**src/rtl/snn_pkg.sv**
```systemverilog
// Shared types and sizing helpers for the SNN conv window scheduler.
// Latency: n/a (types and constant functions only).
// Backpressure: n/a.
package snn_pkg;

    typedef enum logic [2:0] {
        ST_IDLE    = 3'd0,
        ST_ISSUE_A = 3'd1,
        ST_DRAIN_A = 3'd2,
        ST_ISSUE_B = 3'd3,
        ST_DRAIN_B = 3'd4,
        ST_DONE    = 3'd5
    } snn_sched_state_t;

    localparam int IMG_DIM_DEF = 6;
    localparam int KER_DIM_DEF = 3;

    // Coordinate fields are sized for the largest supported output grid;
    // users slice down to their own coordinate width.
    localparam int COORD_W_MAX = 8;

    typedef struct packed {
        logic                   sel;
        logic [COORD_W_MAX-1:0] row;
        logic [COORD_W_MAX-1:0] col;
    } snn_win_t;

    function automatic int out_dim(input int img_dim, input int ker_dim);
        return img_dim - ker_dim + 1;
    endfunction

    // Never return zero width, even for a 1x1 output grid.
    function automatic int coord_w(input int dim);
        return (dim > 1) ? $clog2(dim) : 1;
    endfunction

endpackage

```
**src/rtl/snn_raster_cnt.sv**
```systemverilog
// Row/column raster counter over a DIM x DIM grid, wraps to (0,0) after the last cell.
// Latency: position updates on the clock edge after i_adv.
// Backpressure: none; advances only when the owner asserts i_adv.
module snn_raster_cnt
    import snn_pkg::*;
#(
    parameter int DIM = 4,
    parameter int W   = 2
) (
    input  logic         clk,
    input  logic         rst_n,
    input  logic         i_adv,
    output logic [W-1:0] o_row,
    output logic [W-1:0] o_col,
    output logic         o_last
);

    localparam logic [W-1:0] LAST = W'(DIM - 1);

    logic [W-1:0] r_row;
    logic [W-1:0] r_col;

    // Raster step: column first, row on column wrap, both wrap after the last cell.
    always_ff @(posedge clk or negedge rst_n) begin
        if (!rst_n) begin
            r_row <= '0;
            r_col <= '0;
        end else if (i_adv) begin
            if (r_col == LAST) begin
                r_col <= '0;
                r_row <= (r_row == LAST) ? '0 : r_row + 1'b1;
            end else begin
                r_col <= r_col + 1'b1;
            end
        end
    end

    assign o_row  = r_row;
    assign o_col  = r_col;
    assign o_last = (r_row == LAST) && (r_col == LAST);

endmodule

```
**src/rtl/snn_conv_sched.sv**
```systemverilog
// Window scheduler: walks all kernel positions of image A then B, credit-limited issue, result coordinates.
// Latency: win_valid combinational from registered state/counters; one window per cycle with prompt results.
// Backpressure: win_valid holds stable payload until win_ready; issue stalls at MAX_OUT in flight or buffer not ready.
// Optional: SNN_SCHED_PERF_EN adds stall_cycles / job_cycles performance counters.
module snn_conv_sched
    import snn_pkg::*;
#(
    parameter int IMG_DIM = IMG_DIM_DEF,
    parameter int KER_DIM = KER_DIM_DEF,
    parameter int MAX_OUT = 2,
    localparam int OUT_DIM = out_dim(IMG_DIM, KER_DIM),
    localparam int CW      = coord_w(OUT_DIM)
) (
    input  logic          clk,
    input  logic          rst_n,
    input  logic          start,
    input  logic [1:0]    buf_rdy,
    output logic          win_valid,
    input  logic          win_ready,
    output logic          win_sel,
    output logic [CW-1:0] win_row,
    output logic [CW-1:0] win_col,
    input  logic          res_valid,
    output logic          res_wr_en,
    output logic          res_wr_sel,
    output logic [CW-1:0] res_wr_row,
    output logic [CW-1:0] res_wr_col,
    output logic          busy,
    output logic          done,
`ifdef SNN_SCHED_PERF_EN
    output logic [15:0]   stall_cycles,
    output logic [15:0]   job_cycles,
`endif
    output logic          err
);

    localparam int OW = $clog2(MAX_OUT + 1);
    localparam logic [OW-1:0] OUT_LIM = OW'(MAX_OUT);

    snn_sched_state_t r_state;
    snn_sched_state_t w_state_nxt;

    logic [OW-1:0] r_outst;
    logic          r_err;
    logic          r_res_sel;

    logic          w_issuing;
    logic          w_img_rdy;
    logic          w_win_vld;
    logic          w_hs;
    logic          w_res_acc;
    logic [CW-1:0] w_iss_row;
    logic [CW-1:0] w_iss_col;
    logic          w_iss_last;
    logic [CW-1:0] w_res_row;
    logic [CW-1:0] w_res_col;
    logic          w_res_last;
    snn_win_t      w_iss_win;
    snn_win_t      w_res_win;

    assign w_issuing = (r_state == ST_ISSUE_A) || (r_state == ST_ISSUE_B);
    assign w_img_rdy = (r_state == ST_ISSUE_B) ? buf_rdy[1] : buf_rdy[0];
    assign w_win_vld = w_issuing && w_img_rdy && (r_outst < OUT_LIM);
    assign w_hs      = w_win_vld && win_ready;
    // A result with nothing in flight is a protocol error and is dropped.
    assign w_res_acc = res_valid && (r_outst != '0);

    snn_raster_cnt #(.DIM(OUT_DIM), .W(CW)) u_iss_cnt (
        .clk    (clk),
        .rst_n  (rst_n),
        .i_adv  (w_hs),
        .o_row  (w_iss_row),
        .o_col  (w_iss_col),
        .o_last (w_iss_last)
    );

    snn_raster_cnt #(.DIM(OUT_DIM), .W(CW)) u_res_cnt (
        .clk    (clk),
        .rst_n  (rst_n),
        .i_adv  (w_res_acc),
        .o_row  (w_res_row),
        .o_col  (w_res_col),
        .o_last (w_res_last)
    );

    // State register.
    always_ff @(posedge clk or negedge rst_n) begin
        if (!rst_n) begin
            r_state <= ST_IDLE;
        end else begin
            r_state <= w_state_nxt;
        end
    end

    // Next-state: issue phase ends on the last handshake, drain waits for all results back.
    always_comb begin
        w_state_nxt = r_state;
        case (r_state)
            ST_IDLE:    if (start) w_state_nxt = ST_ISSUE_A;
            ST_ISSUE_A: if (w_hs && w_iss_last) w_state_nxt = ST_DRAIN_A;
            ST_DRAIN_A: if (r_outst == '0) w_state_nxt = ST_ISSUE_B;
            ST_ISSUE_B: if (w_hs && w_iss_last) w_state_nxt = ST_DRAIN_B;
            ST_DRAIN_B: if (r_outst == '0) w_state_nxt = ST_DONE;
            ST_DONE:    w_state_nxt = ST_IDLE;
            default:    w_state_nxt = ST_IDLE;
        endcase
    end

    // In-flight credit count: issue adds, accepted result removes, both together cancel.
    always_ff @(posedge clk or negedge rst_n) begin
        if (!rst_n) begin
            r_outst <= '0;
        end else begin
            case ({w_hs, w_res_acc})
                2'b10:   r_outst <= r_outst + 1'b1;
                2'b01:   r_outst <= r_outst - 1'b1;
                default: r_outst <= r_outst;
            endcase
        end
    end

    // Sticky error on an unexpected result; only reset clears it.
    always_ff @(posedge clk or negedge rst_n) begin
        if (!rst_n) begin
            r_err <= 1'b0;
        end else if (res_valid && (r_outst == '0)) begin
            r_err <= 1'b1;
        end
    end

    // Result image select flips after the last cell of each image, so B wraps back to A.
    always_ff @(posedge clk or negedge rst_n) begin
        if (!rst_n) begin
            r_res_sel <= 1'b0;
        end else if (w_res_acc && w_res_last) begin
            r_res_sel <= ~r_res_sel;
        end
    end

    // Pack issue and result coordinates into the shared window struct.
    always_comb begin
        w_iss_win     = '0;
        w_iss_win.sel = (r_state == ST_ISSUE_B) || (r_state == ST_DRAIN_B);
        w_iss_win.row = COORD_W_MAX'(w_iss_row);
        w_iss_win.col = COORD_W_MAX'(w_iss_col);
        w_res_win     = '0;
        w_res_win.sel = r_res_sel;
        w_res_win.row = COORD_W_MAX'(w_res_row);
        w_res_win.col = COORD_W_MAX'(w_res_col);
    end

    assign win_valid  = w_win_vld;
    assign win_sel    = w_iss_win.sel;
    assign win_row    = w_iss_win.row[CW-1:0];
    assign win_col    = w_iss_win.col[CW-1:0];
    assign res_wr_en  = w_res_acc;
    assign res_wr_sel = w_res_win.sel;
    assign res_wr_row = w_res_win.row[CW-1:0];
    assign res_wr_col = w_res_win.col[CW-1:0];
    assign busy       = (r_state != ST_IDLE);
    assign done       = (r_state == ST_DONE);
    assign err        = r_err;

`ifdef SNN_SCHED_PERF_EN
    logic [15:0] r_stall_cyc;
    logic [15:0] r_job_cyc;

    // Saturating stall/job counters, cleared by an accepted start, frozen while idle.
    always_ff @(posedge clk or negedge rst_n) begin
        if (!rst_n) begin
            r_stall_cyc <= '0;
            r_job_cyc   <= '0;
        end else if ((r_state == ST_IDLE) && start) begin
            r_stall_cyc <= '0;
            r_job_cyc   <= '0;
        end else begin
            if (w_issuing && !w_hs && (r_stall_cyc != 16'hFFFF)) begin
                r_stall_cyc <= r_stall_cyc + 16'd1;
            end
            if ((r_state != ST_IDLE) && (r_job_cyc != 16'hFFFF)) begin
                r_job_cyc <= r_job_cyc + 16'd1;
            end
        end
    end

    assign stall_cycles = r_stall_cyc;
    assign job_cycles   = r_job_cyc;
`else
    // Performance counters are not built in this configuration.
`endif

endmodule

```
**config.mk**
```make
export PLATFORM = sky130hd
export DESIGN_NAME = snn_conv_sched
export DESIGN_NICKNAME = d
export VERILOG_FILES = /design/src/rtl/snn_pkg.sv /design/src/rtl/snn_raster_cnt.sv /design/src/rtl/snn_conv_sched.sv
export SDC_FILE = /design/constraint.sdc
export NUM_CORES = 1
export LEC_CHECK = 0
export CAP_MARGIN = 40
export CORE_AREA = 10 10 52 54
export CTS_CLUSTER_SIZE = 12
export DETAILED_ROUTE_END_ITERATION = 6
export DIE_AREA = 0 0 62 64
export DONT_BUFFER_PORTS = 1
export PLACE_DENSITY = 0.65
export SLEW_MARGIN = 20
export SYNTH_ARGS = -nofsm -noshare
export SYNTH_HDL_FRONTEND = slang
export SYNTH_SLANG_ARGS = --single-unit
```
**constraint.sdc**
```tcl
create_clock -name clk -period 1.83 [get_ports clk]
set_input_delay 0.2745 -clock clk [delete_from_list [all_inputs] [get_ports clk]]
set_output_delay 0.2745 -clock clk [all_outputs]
set_load 0.02 [all_outputs]
```
# Word-level counts from Yosys, hierarchy flattened
# Cells that the tools add are included.
# totals
regBits	15
latch_bits	0
wordCells	63
ramBits	0
rom_bits	0
n_memories	0
# op_classes
div	0
n_eq_ne	16
n_bitwise	1
muxes	12
n_mul	0
n_addsub	6
n_lt_le_gt_ge	1
n_reduce_logical	19
n_shift	0
# op_table
operator	count
3-bit two-way mux	5
3-bit case mux with 5 select lines	1
2-bit by 1-bit adder with 2-bit output (second input constant)	5
2-bit == test (second input constant)	5
1-bit logical AND	9
2-bit two-way mux	4
3-bit by 2-bit == test with 1-bit output (second input constant)	2
3-bit == test (second input constant)	2
2-bit != test (second input constant)	3
5-bit AND reduction	1
2-bit by 1-bit != test with 1-bit output (second input constant)	2
2-bit case mux with 2 select lines	1
2-bit AND reduction	2
2-bit nonzero test	2
3-bit by 1-bit == test with 1-bit output (second input constant)	1
3-bit logical NOT	1
3-bit nonzero test	1
2-bit by 1-bit == test with 1-bit output (second input constant)	1
2-bit logical NOT	1
1-bit logical OR	2
2-bit less-than comparator (second input constant)	1
2-bit by 1-bit subtractor with 2-bit output (second input constant)	1
1-bit two-way mux	1
1-bit NOT	1

# Depth between registers and ports, before layout
# logic_depth
word_depth	8
depth_mapped	6

# By module
# From an unflattened synthesis, not the netlist that was laid out.
# unflattened
cells_unflattened	70
hier_area_um2	810.8
# modules_own_cells
module	cells_each	seq_area_each_um2	area_each_um2	n_inst
snn_conv_sched	42	175.2	412.9	1
snn_raster_cnt	14	100.1	198.9	2

# Worst setup path after synthesis
# Ideal clock, no wire load.
# synth_timing
path_type	flip-flop to flip-flop
from	register r_state[1]
to	register r_outst[1]
setup_ns	0.079
synth_period_minus_slack_ns	1.587
t_arrival_ns	1.508
path_slack_ns	0.243
path_stages_with_launch	6
path_cell_list	dfrtp_1 -> mux2i_1 -> nand4bb_4 -> ha_1 -> nor2_1 -> xor2_1
# synth_between
elab_chain_len	7
# synth_lines
item	line	rtl
from (decl)	snn_conv_sched.sv:40	snn_sched_state_t r_state;
from (signal assigned)	snn_conv_sched.sv:91	r_state <= w_state_nxt;
3-bit by 2-bit == test with 1-bit output / 3-bit by 1-bit == test with 1-bit output (equally long branches)	snn_conv_sched.sv:61, snn_conv_sched.sv:62	
1-bit two-way mux / 1-bit logical OR (equally long branches)	snn_conv_sched.sv:62, snn_conv_sched.sv:61	
1-bit logical AND (*) (2 in series)	snn_conv_sched.sv:63	assign w_win_vld = w_issuing && w_img_rdy && (r_outst < OUT_LIM);
1-bit logical AND (*)	snn_conv_sched.sv:64	assign w_hs = w_win_vld && win_ready;
2-bit by 1-bit == test with 1-bit output / 2-bit == test (equally long branches)	snn_conv_sched.sv:114	case ({w_hs, w_res_acc})
2-bit case mux with 2 select lines / 2-bit nonzero test (equally long branches)	--	
to (signal assigned)	snn_conv_sched.sv:115	2'b10: r_outst <= r_outst + 1'b1;
to (signal assigned)	snn_conv_sched.sv:116	2'b01: r_outst <= r_outst - 1'b1;
to (signal assigned)	snn_conv_sched.sv:117	default: r_outst <= r_outst;
to (decl)	snn_conv_sched.sv:43	logic [OW-1:0] r_outst;
# Mark *: on every way between the ends. The rest lies on a longest branch, timed or not.
# A chain may end at the register's enable or synchronous reset.

# Worst setup path after layout
# Ends and elaborated chain as after synthesis.

==> results.yml <==
setup_path:
  r2r_slack_ns: 0.13
  cpPeakStageDelay_ns: 0.49
  required_ns: 2.02
  worstReg2RegStart: "r_state[1]"
  critPathMaxFanout: 7
  critical_path_class: "flop to flop"
  cp_cell_sequence: "mux2i_4 -> nand4bb_4 -> ha_1 -> nor2_1 -> xor2_1"
  worstRegToRegCells: 5
  crit_buf_inv: 0
  critPathLaunchType: "flop"
  crit_slowest_cell: "dfrtp_1"
  cp-end-kind: "flop"
  r2r-end: "r_outst[1]"
  cp_top_family: "flip-flops"
  worst_ep_arrival_time_ns: 1.89
detailed_routing:
  vias_per_cell: 5.11
  wl_per_cell_um: 14.8
  drc: 0
  drt_wl_total_um: 1450
  vias: 501
  ant_nets: 0
  drtPass1Iterations: 2
  drt_iter0_drc: 5
cts:
  root_buffer: "clkbuf_4"
  numCtsBuffers: 3
  clkSinkCount: 15
  clkLatencyLatePin_ns: 0.27
  cts_tree: "yes"
  cts.clk_slew.worst_paths_ns: 0.08
  postCtsSetupRepairBufs: 0
  cts_htree_levels: 1
  cts_max_path_buffers: 2
grt:
  overflow: 0
  antenna_found_initial: 0
  grt_use_total: 0.0833
  grt_pass1_wl_um: 2550
  grt_max_degree: 16
  grt_pass1_vias: 572
sta:
  finClkSkew_ns: 0.00329
  hold_viol_final: 0
  fin_crit_ns: 1.70
  setup_tns_ns: 0
  max-slew-margin-rel: 0.546
  fmax_ghz: 0.589
  hold_slack_ns: 0.116
  worst_pin_slew_ns: 0.679
  rsz0062_at_grt: "false"
  setup_viol: 0
  fin_crit_sh: 0.928
  drv_slew: 0
yosys:
  ys_seq_area_frac: 0.476
  syn-cell-area_um2: 788
  syn_area_per_cell_um2: 12.3
  synthDistinctLibCells: 21
  synth_seq_cells: 15
  netlist_instances: 64
  yosys_warnings: 0
  synth_nets: 76
final_layout:
  drive_above_1_share: 0.274
  final_common_cell: "dfrtp_1"
  nFillCells: 149
  nNetsFinal: 86
  post-route-util: 0.526
  multiInputGateArea_um2: 425
  register_area_um2: 375
  n_antenna_cell: 0
  area_growth_syn_to_layout_pct: 14.0
  final_cell_mix: "dfrtp_1, mux2_2, nor2_1"
min_path:
  whs_endpoint: "err"
  whs_path_depth: 1
  hold_class: "input port to flop"
  hold_start: "res_valid"
place:
  io_buffers: 0
  hpwl_um: 1170
  gp_congestion: 0.675
floorplanning:
  die-area_mm2: 0.00397
  design.core.area_mm2: 0.00171
  start_util: 0.462
  die_w_um: 62
  die_h_um: 64
  rows: 15
  ios: 22
power:
  p_comb_frac: 0.424
  vdd_drop_max_mv: 0.949
  clkPwrFrac: 0.121
  totalPowerFinal_w: 0.00148
  switching_share: 0.410
  seqPwrFrac: 0.455
  leakagePower_nw: 0.386
  internal-power_w: 0.000872
  p_sw_w: 0.000605
  power_density_mw_per_mm2: 1640
run_status:
  status: "completed"
job:
  drv_cap: 0
## through the flow
stage,instance area (um2),setup WS (ns),std cells
6_report,898,0.132,98
5_1_grt,898,0.0444,98
4_1_cts,886,0.000781,98
3_5_place_dp,850,0.0472,93
3_3_place_gp,850,0.182,93
2_1_floorplan,788,0.243,64
## flip-flops by register name, summed over array words and instances, names as in the netlist
signal           flops
r_outst              2
u_iss_cnt.o_row      2
u_res_cnt.o_row      2
u_res_cnt.o_col      2
r_state              3
err                  1
res_wr_sel           1
u_iss_cnt.o_col      2
## layout make-up
class,instances,share of cell area
clock buffer,4,0.0292
multi-input combinational,49,0.474
sequential,15,0.418
tap,25,0.0348
timing repair buffer,5,0.0446
## how the worst max path moves through the flow
stage,start,to,slack [ns],cells after the start
2_1_floorplan,r_state[1],r_outst[1],0.24,5
3_3_place_gp,r_state[1],r_outst[1],0.18,5
3_5_place_dp,r_state[1],r_outst[1],0.05,5
4_1_cts,r_state[1],r_outst[1],0.0008,5
5_1_grt,r_state[1],r_outst[1],0.04,5
6_report,r_state[1],r_outst[1],0.13,5
## routing by layer
layer / wire, um / track usage
met1: 526 / 0.0784
met2: 721 / 0.141
met3: 185 / 0.0435
met4: 16 / 0.0419
met5: 0 / 0
## logic make-up (layout without fill, tap and decap cells)
logic type / count (synthesis) / after routing / synth area share
XOR/XNOR: 4 / 4 / 0.0445
multiplexers: 10 / 10 / 0.141
AND/OR/NAND/NOR: 22 / 22 / 0.189
buffers and inverters: 0 / 9 / 0
flip-flops: 15 / 15 / 0.476
AO/OA/AOI/OAI: 8 / 8 / 0.0698
adder cells (fa/ha/maj): 5 / 5 / 0.0794
## worst register-to-register path, delay by kind of cell (launching register included)
kind | cells | cell delay, ns
flops | 1 | 0.49
xor+xnor | 1 | 0.17
simple gates | 2 | 0.37
mux | 1 | 0.33
fa+ha+maj | 1 | 0.26
## power by group through the flow
stage | Sequential [W] | Clock [W] | Combinational [W]
after floorplan | 0.000699 | 0 | 0.000423
after global placement | 0.000672 | 0 | 0.000596
after detailed placement | 0.000681 | 0 | 0.000621
after CTS | 0.000675 | 0.000193 | 0.000633
after global routing | 0.000698 | 0.000211 | 0.000707
final | 0.000672 | 0.000179 | 0.000626
## cell usage after synthesis
master | count | area (um2)
a21o_1 | 3 | 22.5
a21oi_1 | 1 | 5.00
and2b_1 | 2 | 15.0
dfrtp_1 | 15 | 375
ha_1 | 5 | 62.6
mux2_2 | 9 | 101
mux2i_1 | 1 | 10.0
nand2_1 | 3 | 11.3
nand3_1 | 2 | 10.0
nand4bb_4 | 1 | 27.5
nor2_1 | 8 | 30.0
nor2b_1 | 1 | 6.26
nor3b_1 | 2 | 15.0
nor3b_2 | 1 | 12.5
nor4b_2 | 1 | 15.0
o21a_1 | 2 | 15.0
o21ai_0 | 1 | 5.00
o21bai_1 | 1 | 7.51
or3_1 | 1 | 6.26
xnor2_1 | 3 | 26.3
xor2_1 | 1 | 8.76
## repair_timing
action | 4_1_cts | 5_1_grt
endpoints found under the setup margin | 0 | 2
hold buffers | 1 | 0
gates resized for setup | 0 | 2
endpoints found under the hold margin | 15 | 0
Note: power is estimated with default switching activity, not from simulation.
